==> src/rtl/ps2_pkg.sv <==
// rtl/ps2_pkg.sv - shared constants and types for the PS/2 key tracker
package ps2_pkg;

  localparam logic [7:0] PS2_BREAK      = 8'hF0;
  localparam logic [7:0] PS2_EXT        = 8'hE0;
  localparam int         PS2_FRAME_BITS = 11;
  localparam logic [3:0] PS2_LAST_BIT   = 4'(PS2_FRAME_BITS - 1);

  typedef enum logic {
    IDLE  = 1'b0,
    BREAK = 1'b1
  } ps2_state_e;

  // bits holds start, data[7:0], parity (LSB first); stop is checked separately
  function automatic logic ps2_frame_ok(input logic [9:0] bits, input logic stop);
    return (bits[0] == 1'b0) && stop && (^bits[9:1]);
  endfunction

endpackage

==> src/rtl/ps2_fifo.sv <==
// rtl/ps2_fifo.sv - show-ahead byte FIFO with wrap-bit pointers
module ps2_fifo #(
  parameter int DEPTH = 8,
  parameter int WIDTH = 8
) (
  input  logic             clk,
  input  logic             clrn,
  input  logic             wr_en,
  input  logic [WIDTH-1:0] wr_data,
  input  logic             rd_en,
  output logic [WIDTH-1:0] rd_data,
  output logic             empty,
  output logic             full
);

  localparam int AW = $clog2(DEPTH);

  logic [WIDTH-1:0] mem_q [DEPTH];
  logic [AW:0]      wptr_q, wptr_d;
  logic [AW:0]      rptr_q, rptr_d;
  logic             do_wr, do_rd;

  assign empty   = (wptr_q == rptr_q);
  assign full    = (wptr_q[AW] != rptr_q[AW]) && (wptr_q[AW-1:0] == rptr_q[AW-1:0]);
  assign rd_data = mem_q[rptr_q[AW-1:0]];

  // full is taken before any pop in the same cycle, so a pop never makes room for a write
  assign do_wr = wr_en && !full;
  assign do_rd = rd_en && !empty;

  always_comb begin
    wptr_d = wptr_q;
    rptr_d = rptr_q;
    if (do_wr) wptr_d = wptr_q + {{AW{1'b0}}, 1'b1};
    if (do_rd) rptr_d = rptr_q + {{AW{1'b0}}, 1'b1};
  end

  always_ff @(posedge clk or negedge clrn) begin
    if (!clrn) begin
      wptr_q <= '0;
      rptr_q <= '0;
    end else begin
      wptr_q <= wptr_d;
      rptr_q <= rptr_d;
    end
  end

  always_ff @(posedge clk) begin
    if (do_wr) mem_q[wptr_q[AW-1:0]] <= wr_data;
  end

endmodule

==> src/rtl/ps2_key_tracker.sv <==
// rtl/ps2_key_tracker.sv - PS/2 receiver, byte buffer and make/break key tracker
module ps2_key_tracker
  import ps2_pkg::*;
#(
  parameter int FIFO_DEPTH = 8,
  parameter int TIMEOUT    = 5000
) (
  input  logic       clk,
  input  logic       clrn,
  input  logic       ps2_clk,
  input  logic       ps2_data,
  input  logic       pause,
  output logic [7:0] key_code,
  output logic [7:0] key_count,
  output logic       key_valid,
  output logic       frame_err,
  output logic       overflow
);

  localparam int TW = $clog2(TIMEOUT + 1);

  logic          clk_s1_q, clk_s2_q, clk_s3_q;
  logic          dat_s1_q, dat_s2_q;
  logic          fall;
  logic [3:0]    bit_cnt_q, bit_cnt_d;
  logic [9:0]    shift_q, shift_d;
  logic [TW-1:0] to_cnt_q, to_cnt_d;
  logic          last_edge, frame_pass;
  logic          frame_err_q, frame_err_d;
  logic          overflow_q, overflow_d;
  logic          wr_en, rd_en, empty, full;
  logic [7:0]    rd_data;

  ps2_state_e    state_q, state_d;
  logic [7:0]    key_code_q, key_code_d;
  logic [7:0]    key_count_q, key_count_d;
  logic          key_valid_q, key_valid_d;

  always_ff @(posedge clk or negedge clrn) begin
    if (!clrn) begin
      clk_s1_q <= 1'b1;
      clk_s2_q <= 1'b1;
      clk_s3_q <= 1'b1;
      dat_s1_q <= 1'b1;
      dat_s2_q <= 1'b1;
    end else begin
      clk_s1_q <= ps2_clk;
      clk_s2_q <= clk_s1_q;
      clk_s3_q <= clk_s2_q;
      dat_s1_q <= ps2_data;
      dat_s2_q <= dat_s1_q;
    end
  end

  assign fall       = clk_s3_q && !clk_s2_q;
  assign last_edge  = fall && (bit_cnt_q == PS2_LAST_BIT);
  assign frame_pass = ps2_frame_ok(shift_q, dat_s2_q);
  assign wr_en      = last_edge && frame_pass;

  // Bits shift in from the top so that after ten edges shift_q[0] holds the start bit
  always_comb begin
    bit_cnt_d   = bit_cnt_q;
    shift_d     = shift_q;
    to_cnt_d    = to_cnt_q;
    frame_err_d = last_edge && !frame_pass;
    overflow_d  = overflow_q || (wr_en && full);
    if (fall) begin
      to_cnt_d = '0;
      if (bit_cnt_q == PS2_LAST_BIT) begin
        bit_cnt_d = '0;
      end else begin
        shift_d   = {dat_s2_q, shift_q[9:1]};
        bit_cnt_d = bit_cnt_q + 4'd1;
      end
    end else if (bit_cnt_q != '0) begin
      if (to_cnt_q == TW'(TIMEOUT - 1)) begin
        to_cnt_d  = '0;
        bit_cnt_d = '0;
      end else begin
        to_cnt_d = to_cnt_q + TW'(1);
      end
    end
  end

  always_ff @(posedge clk or negedge clrn) begin
    if (!clrn) begin
      bit_cnt_q   <= '0;
      shift_q     <= '0;
      to_cnt_q    <= '0;
      frame_err_q <= 1'b0;
      overflow_q  <= 1'b0;
    end else begin
      bit_cnt_q   <= bit_cnt_d;
      shift_q     <= shift_d;
      to_cnt_q    <= to_cnt_d;
      frame_err_q <= frame_err_d;
      overflow_q  <= overflow_d;
    end
  end

  ps2_fifo #(
    .DEPTH (FIFO_DEPTH),
    .WIDTH (8)
  ) u_fifo (
    .clk     (clk),
    .clrn    (clrn),
    .wr_en   (wr_en),
    .wr_data (shift_q[8:1]),
    .rd_en   (rd_en),
    .rd_data (rd_data),
    .empty   (empty),
    .full    (full)
  );

  assign rd_en = !empty && !pause;

  always_comb begin
    state_d     = state_q;
    key_code_d  = key_code_q;
    key_count_d = key_count_q;
    key_valid_d = key_valid_q;
    if (rd_en) begin
      unique case (state_q)
        IDLE: begin
          if (rd_data == PS2_BREAK) begin
            state_d = BREAK;
          end else if (rd_data == PS2_EXT) begin
            state_d = IDLE;
          end else if (!(key_valid_q && rd_data == key_code_q)) begin
            key_code_d  = rd_data;
            key_valid_d = 1'b1;
            key_count_d = key_count_q + 8'd1;
          end
        end
        BREAK: begin
          // A release blanks the digits but leaves the last code in place
          if (rd_data == key_code_q) key_valid_d = 1'b0;
          state_d = IDLE;
        end
        default: state_d = IDLE;
      endcase
    end
  end

  always_ff @(posedge clk or negedge clrn) begin
    if (!clrn) begin
      state_q     <= IDLE;
      key_code_q  <= '0;
      key_count_q <= '0;
      key_valid_q <= 1'b0;
    end else begin
      state_q     <= state_d;
      key_code_q  <= key_code_d;
      key_count_q <= key_count_d;
      key_valid_q <= key_valid_d;
    end
  end

  assign key_code  = key_code_q;
  assign key_count = key_count_q;
  assign key_valid = key_valid_q;
  assign frame_err = frame_err_q;
  assign overflow  = overflow_q;

endmodule

==> config.mk <==
export PLATFORM = sky130hd
export DESIGN_NAME = ps2_key_tracker
export DESIGN_NICKNAME = d
export VERILOG_FILES = /design/src/rtl/ps2_pkg.sv /design/src/rtl/ps2_fifo.sv /design/src/rtl/ps2_key_tracker.sv
export SDC_FILE = /design/constraint.sdc
export NUM_CORES = 1
export LEC_CHECK = 0
export ABC_AREA = 1
export BUFFER_PORTS_ARGS = -buffer_cell sky130_fd_sc_hd__clkbuf_2
export CAP_MARGIN = 20
export CELL_PAD_IN_SITES_DETAIL_PLACEMENT = 1
export CELL_PAD_IN_SITES_GLOBAL_PLACEMENT = 2
export CORE_MARGIN = 4
export CORE_UTILIZATION = 39
export DETAILED_ROUTE_END_ITERATION = 12
export HOLD_SLACK_MARGIN = 0.06
export PLACE_DENSITY_LB_ADDON = 0.1
export SYNTH_ARGS = -nofsm -noshare
export SYNTH_HDL_FRONTEND = slang
export SYNTH_SLANG_ARGS = --single-unit
==> constraint.sdc <==
create_clock -name clk -period 2.9 [get_ports clk]
set_clock_uncertainty 0.1 [all_clocks]
set_input_delay 0.29 -clock clk [delete_from_list [all_inputs] [get_ports clk]]
set_output_delay 0.29 -clock clk [all_outputs]
set_load 0.005 [all_outputs]
After elaboration in Yosys (flattened, before gate mapping)
Memories as Yosys holds them, arrays and structs flattened.
Cells that the tools add are included.
Word-level totals
  RAM bits: 64
  word-level logic and storage cells: 82
  register bits after elaboration: 60
  output and inout bits: 19
  memories kept: 1
Memory list
  u_fifo.mem_q: depth 8, bits a word 8, read ports 1, clocked after Yosys merged registers in 0, write ports 1, RTL line ps2_fifo.sv:18  | logic [WIDTH-1:0] mem_q [DEPTH];
Operators by class
  eq/ne operators: 12
  reduce and logical (&&, ||, !) cells: 26
  add/subtract/negate cells: 5
  muxes and demuxes: 16
  bitwise operators: 6
Operators by type and width (count)
  $mux 13: 3
  $eq 8x8->1 const B: 2
  $mux 4: 4
  $add 13x1->13 const B: 1
  $eq 13x13->1 const B: 1
  $add 4x1->4 const B: 3
  $logic_and 1x1->1: 12
  $reduce_and 5->1: 2
  $reduce_xor 9->1: 1
  $add 8x1->8 const B: 1
  $eq 8x8->1: 1
  $mux 1: 7
  $ne 2x2->1 const B: 3
  $not 1->1: 6
  $logic_not 1->1: 5
  $eq 4x4->1: 1
  $eq 4x4->1 const B: 1
  $pmux 1 s2: 2
  $reduce_and 2->1: 2
  $reduce_bool 2->1: 2
  $reduce_bool 4->1: 1
  $eq 3x3->1: 1
  $ne 2x1->1 const B: 1
  $logic_or 1x1->1: 1
  $ne 1x1->1: 1

Logic depth before layout (Yosys ltp)
  word-level depth: 7
  depth in mapped cells: 17

Hierarchy
A second synthesis with hierarchy kept.
Second synthesis, totals
  cells, all modules: 593
  area total of the unflattened synthesis: 5695.5 µm²
Modules (own cells, without submodules)
  ps2_fifo: cells each 269, times used 1, area an instance 3044.2 µm²
  ps2_key_tracker: cells each 324, times used 1, area an instance 2651.3 µm²

Worst setup path before layout
Ideal clock, no wire load.
  kind: register to register
  start point: reg shift_q[4]
  end point: mem u_fifo.mem_q[0][0], enable pin
  path buffers: 0
  arrival time: 1.889 ns
  period minus slack after synthesis: 2.359 ns
  setup slack: 0.541 ns
  cell stages (with the launch flop): 12
  cell sequence: dfrtp_1 xnor2_1 and2_1 nor2_1 nand2_1 nand2_1 nand2_1 nand2_1 nand3_1 nor2_1 nand2_1 nor2_1
Between the ends
  word-level cells in the longest chain between the ends: 6
RTL lines
  start, declared: RTL line ps2_key_tracker.sv:26  | logic [9:0] shift_q, shift_d;
  start signal, assigned: RTL line ps2_key_tracker.sv:94  | shift_q <= shift_d;
  $reduce_xor 9->1: RTL line ps2_pkg.sv:16  | return (bits[0] == 1'b0) && stop && (^bits[9:1]);
  $logic_and 1x1->1: RTL line ps2_pkg.sv:16
  $logic_and 1x1->1: RTL line ps2_key_tracker.sv:58  | assign wr_en = last_edge && frame_pass;
  $logic_and 1x1->1: RTL line ps2_fifo.sv:28  | assign do_wr = wr_en && !full;
  $mux 1: RTL line ps2_fifo.sv:49  | if (do_wr) mem_q[wptr_q[AW-1:0]] <= wr_data;
  $mux 1 (not written as such): RTL line ps2_fifo.sv:49
  end, declared: RTL line ps2_fifo.sv:18
No other way between the ends.

Worst setup path in the final report
  start point: reg u_fifo.rptr_q[1]
  end point: reg key_count_q[2] (netlist: key_count[2])
Between the ends
  word-level cells in the longest chain between the ends: 5
RTL lines
  start, declared: RTL line ps2_fifo.sv:20  | logic [AW:0] rptr_q, rptr_d;
  start signal, assigned: RTL line ps2_fifo.sv:44  | rptr_q <= rptr_d;
  $mem_v2 8x8
  $eq 8x8->1: RTL line ps2_key_tracker.sv:129  | end else if (!(key_valid_q && rd_data == key_code_q)) begin
  $logic_and 1x1->1: RTL line ps2_key_tracker.sv:129
  $not 1->1 (no source line)
  $reduce_and 5->1 (no source line) (*)
  end signal, assigned: RTL line ps2_key_tracker.sv:154  | key_count_q <= key_count_d;
  end, declared: RTL line ps2_key_tracker.sv:36  | logic [7:0] key_count_q, key_count_d;
Mark *: on every way between the ends. The rest lies on a longest branch, timed or not.
A chain may end at the register's enable or synchronous reset.

==> impl_results.html <==
<table>
<tr><th>Metric</th><th>Value</th></tr>
<tr><th colspan="2">Yosys</th></tr>
<tr><td>Number of enable-type register cells in the synthesized netlist</td><td>64</td></tr>
<tr><td>Netlist cell types</td><td>41</td></tr>
<tr><td>Mapped cell area</td><td>5870 µm²</td></tr>
<tr><td>Post-synthesis async set-or-reset flop share</td><td>48.4%</td></tr>
<tr><td>Flip-flop cell with the highest count after synthesis</td><td>edfxtp_1</td></tr>
<tr><td>Synth warnings</td><td>0</td></tr>
<tr><td>Mean post-synth cell area</td><td>9.18 µm²</td></tr>
<tr><td>Number of register bits inferred by synthesis</td><td>124</td></tr>
<tr><td>Mapped Nets</td><td>651</td></tr>
<tr><td>Part of the Yosys area used for sequential elements</td><td>58.4%</td></tr>
<tr><td>Count of mapped cells out of synthesis</td><td>639</td></tr>
<tr><th colspan="2">Layout</th></tr>
<tr><td>Footprint of the multi-input gates</td><td>1960 µm²</td></tr>
<tr><td>Area of all placed cells without fillers</td><td>6840 µm²</td></tr>
<tr><td>Share of cells above drive strength 1</td><td>14.1%</td></tr>
<tr><td>Leading cell types in the layout, fill and taps excluded</td><td>nand2_1 (183), inv_1 (88), edfxtp_1 (64), nand3_1 (62), dfrtp_1 (55)</td></tr>
<tr><td>Diodes inserted</td><td>0</td></tr>
<tr><td>Flip-flop and latch area</td><td>3430 µm²</td></tr>
<tr><td>Layout net count</td><td>696</td></tr>
<tr><td>Area growth from synthesis to final layout</td><td>16.6%</td></tr>
<tr><td>Most frequent standard cell in the layout excluding fill and tap cells</td><td>nand2_1</td></tr>
<tr><td>Total of fill cells in the finished design</td><td>1692</td></tr>
<tr><th colspan="2">Floorplanning</th></tr>
<tr><td>Total die area</td><td>17100 µm²</td></tr>
<tr><td>Die boundary width</td><td>131 µm</td></tr>
<tr><td>Top Ports</td><td>24</td></tr>
<tr><td>Initial core utilization</td><td>40.1%</td></tr>
<tr><td>Die height</td><td>131 µm</td></tr>
<tr><td>Row count</td><td>44</td></tr>
<tr><td>Area inside the core boundary</td><td>14600 µm²</td></tr>
<tr><th colspan="2">Critical path</th></tr>
<tr><td>Setup crit start kind</td><td>flop</td></tr>
<tr><td>Data arrival, critical path</td><td>2.83 ns</td></tr>
<tr><td>Cell with the largest stage delay on the worst path</td><td>a21oi_4</td></tr>
<tr><td>Required time of the worst setup path</td><td>3.10 ns</td></tr>
<tr><td>Cells along the critical path</td><td>inv_1 &gt; nor2_1 &gt; nand2_1 &gt; nand3_1 &gt; nand2_1 &gt; clkinv_1 &gt; nand2_1 &gt; nor2_1 &gt; a21oi_4 &gt; nand2_4 &gt; nand2_1 &gt; nand2_1</td></tr>
<tr><td>Maximum single-stage delay on the critical path</td><td>0.46 ns</td></tr>
<tr><td>Most frequent cell on the critical path</td><td>nand2_1</td></tr>
<tr><td>Crit-path max FO</td><td>18</td></tr>
<tr><td>Crit Path Category</td><td>reg -&gt; reg</td></tr>
<tr><td>Sort of element at the end of the critical path</td><td>flop</td></tr>
<tr><th colspan="2">STA</th></tr>
<tr><td>Setup-failing EPs final</td><td>0</td></tr>
<tr><td>Clock period minus final worst setup slack</td><td>2.63 ns</td></tr>
<tr><td>Period utilization</td><td>90.6%</td></tr>
<tr><td>Setup Total Neg Slack</td><td>0 ns</td></tr>
<tr><td>Final-report max-slew violation count</td><td>0</td></tr>
<tr><td>Setup repair after global routing missed its margin</td><td>no</td></tr>
<tr><td>Peak Freq</td><td>381 MHz</td></tr>
<tr><td>Actual slew at the worst max-slew pin</td><td>0.797 ns</td></tr>
<tr><td>Worst relative slew slack</td><td>46.9%</td></tr>
<tr><td>Hold Fails Final Rpt</td><td>0</td></tr>
<tr><th colspan="2">Placed design</th></tr>
<tr><td>Weighted congestion reported at the end of routability-driven placement</td><td>0.779</td></tr>
<tr><td>Port Buffer Count</td><td>23</td></tr>
<tr><td>Total half-perimeter wirelength after legalization and detailed placement</td><td>9970 µm</td></tr>
<tr><td>Instance area after placement</td><td>6220 µm²</td></tr>
<tr><th colspan="2">Route</th></tr>
<tr><td>Number of design rule violations left after detail routing</td><td>0</td></tr>
<tr><td>Final ANT Viol Nets</td><td>0</td></tr>
<tr><td>Violation count after the first detailed-route iteration</td><td>246</td></tr>
<tr><td>Vias after detailed routing</td><td>4363</td></tr>
<tr><td>Total routed wirelength</td><td>14500 µm</td></tr>
<tr><td>Wirelength per Cell</td><td>16.5 µm</td></tr>
<tr><td>Vias/cell</td><td>4.95</td></tr>
<tr><td>Initial DRT Pass Iterations</td><td>4</td></tr>
<tr><th colspan="2">Clock tree</th></tr>
<tr><td>Clock transition time at the flip-flop clock pins of the worst setup and hold paths</td><td>0.06 ns</td></tr>
<tr><td>Master cell of the clock root buffer</td><td>clkbuf_16</td></tr>
<tr><td>Clock Path Buffers</td><td>2</td></tr>
<tr><td>Number of buffers created by CTS</td><td>17</td></tr>
<tr><td>CTS sink cnt</td><td>124</td></tr>
<tr><td>Skew-Pair Late Insertion Delay</td><td>0.42 ns</td></tr>
<tr><td>Number of H-tree levels</td><td>4</td></tr>
<tr><td>Clock tree from TritonCTS</td><td>done</td></tr>
<tr><th colspan="2">GRT</th></tr>
<tr><td>Initial antenna violation count</td><td>0</td></tr>
<tr><td>Global-route usage over all layers</td><td>18.9%</td></tr>
<tr><td>Via count of the first global-routing pass</td><td>4627</td></tr>
<tr><td>Maximum number of pins on one net before global-route repair</td><td>61</td></tr>
<tr><td>GRT Residual Overflow</td><td>0</td></tr>
<tr><td>First-pass GRT wire length</td><td>24400 µm</td></tr>
<tr><th colspan="2">Hold path</th></tr>
<tr><td>Min-Delay Path Class</td><td>in -&gt; reg</td></tr>
<tr><th colspan="2">Status</th></tr>
<tr><td>Status</td><td>finished, final reports clean</td></tr>
<tr><th colspan="2">Job</th></tr>
<tr><td>Max-cap check violation count</td><td>0</td></tr>
<tr><th colspan="2">Pwr</th></tr>
<tr><td>Leak</td><td>0.00319 µW</td></tr>
<tr><td>Peak VDD IR</td><td>0.000430 V</td></tr>
<tr><td>PD cells</td><td>987 nW/µm²</td></tr>
</table>
==> registers in the layout (all words and copies together), names as in the netlist <==
| signal | flops |
|---|---|
| frame_err | 1 |
| overflow | 1 |
| dat_s2_q | 1 |
| dat_s1_q | 1 |
| shift_q | 10 |
| key_count | 8 |
| clk_s3_q | 1 |
| state_q | 1 |
| key_valid | 1 |
| to_cnt_q | 13 |
| u_fifo.wptr_q | 4 |
| u_fifo.rptr_q | 4 |
| clk_s2_q | 1 |
| clk_s1_q | 1 |
| bit_cnt_q | 4 |
| key_code | 8 |
| u_fifo.mem_q | 64 |
==> cell type report <==
class                           instances  area share, %
Clock buffer                           17           6.22
Sequential cell                       124           50.1
Timing Repair Buffer                   43           4.17
Inverter                               94           5.19
Tap cell                              184           3.36
Multi-Input combinational cell        404           28.6
Clock inverter                         15           2.36
==> critical path: cells and delay by family, from the launching register on <==
| kind | cells | cell delay [ns] |
|---|---|---|
| compound gates | 1 | 0.46 |
| flops | 1 | 0.38 |
| simple gates | 9 | 1.07 |
| buf+inv | 2 | 0.51 |
==> what timing repair did <==
action / CTS / global route
setup endpoints to repair: 0 / 13
endpoints found under the hold margin: 57 / 0
resized for setup: 0 / 1
buffers inserted: 0 / 0
hold buffers: 3 / 0
==> through the flow <==
step	hold WS, ns	cells	setup WS (ns)	utilization [%]	total power, µW
after floorplan	-0.106	639	0.541	-	4020
after global routing	0.150	881	0.0372	46.7	7290
after detailed placement	0.250	846	0.268	42.5	4690
after global placement	0.249	846	0.342	42.5	4630
after CTS	0.114	881	0.198	46.7	6850
final	0.137	881	0.273	46.7	6750
==> cells by family after synthesis <==
family / after synthesis / synth area share, %
adders and majority gates: 7 / 1.49
and+or+nand+nor: 336 / 24.8
AOI/OAI and AO/OA: 40 / 3.92
DFF: 124 / 58.4
buffers and inverters: 111 / 8.25
xor gates and xnor gates: 21 / 3.13
==> cell usage after synthesis, types with 4 or more instances <==
cell	instances	share of area (%)
nand2_1	183	12
inv_1	88	5.6
edfxtp_1	64	33
nand3_1	62	5.3
dfrtp_1	55	23
nor2_1	54	3.5
o21ai_0	17	1.4
nand2_2	12	1.3
xor2_1	12	1.8
a21oi_1	9	0.77
xnor2_1	9	1.3
ha_1	7	1.5
nand4_1	7	0.75
nor3_1	6	0.51
buf_6	5	0.96
dfstp_2	5	2.2
o21ai_1	5	0.43
buf_2	4	0.34
clkbuf_1	4	0.26
==> routing by layer <==
metal	global-route usage, %	up-vias	wire length, µm
li1	-	2133	-
met5	0	-	0
met3	3.90	19	574
met1	26.0	2133	6980
met2	29.7	78	6730
met4	7.44	0	253
==> worst paths after layout <==
| check | from | slack (ns) | end | cells past startpoint |
|---|---|---|---|---|
| min | pause | 0.14 | u_fifo.rptr_q[0]$_DFFE_PN0P_ | 4 |
| max in group asynchronous | clrn | 1.70 | shift_q[4]$_DFFE_PN0P_ | 3 |
| min reg2reg | clk_s1_q$_DFF_PN1_ | 0.26 | clk_s2_q$_DFF_PN1_ | 0 |
| max | u_fifo.rptr_q[1]$_DFFE_PN0P_ | 0.27 | key_count[2]$_DFFE_PN0P_ | 12 |
| max reg2reg | u_fifo.rptr_q[1]$_DFFE_PN0P_ | 0.27 | key_count[2]$_DFFE_PN0P_ | 12 |
| min in group asynchronous | clrn | 0.46 | key_code[1]$_DFFE_PN0P_ | 3 |
==> report_power, final <==
| group | total (µW) | internal (µW) | leakage [µW] | switching, µW |
|---|---|---|---|---|
| sequential | 2470 | 2160 | 0.00135 | 311 |
| clock | 2110 | 1280 | 0.000292 | 830 |
| combinational | 2170 | 749 | 0.00154 | 1430 |
| total | 6750 | 4190 | 0.00319 | 2570 |
Note: power is estimated with default switching activity, not from simulation.
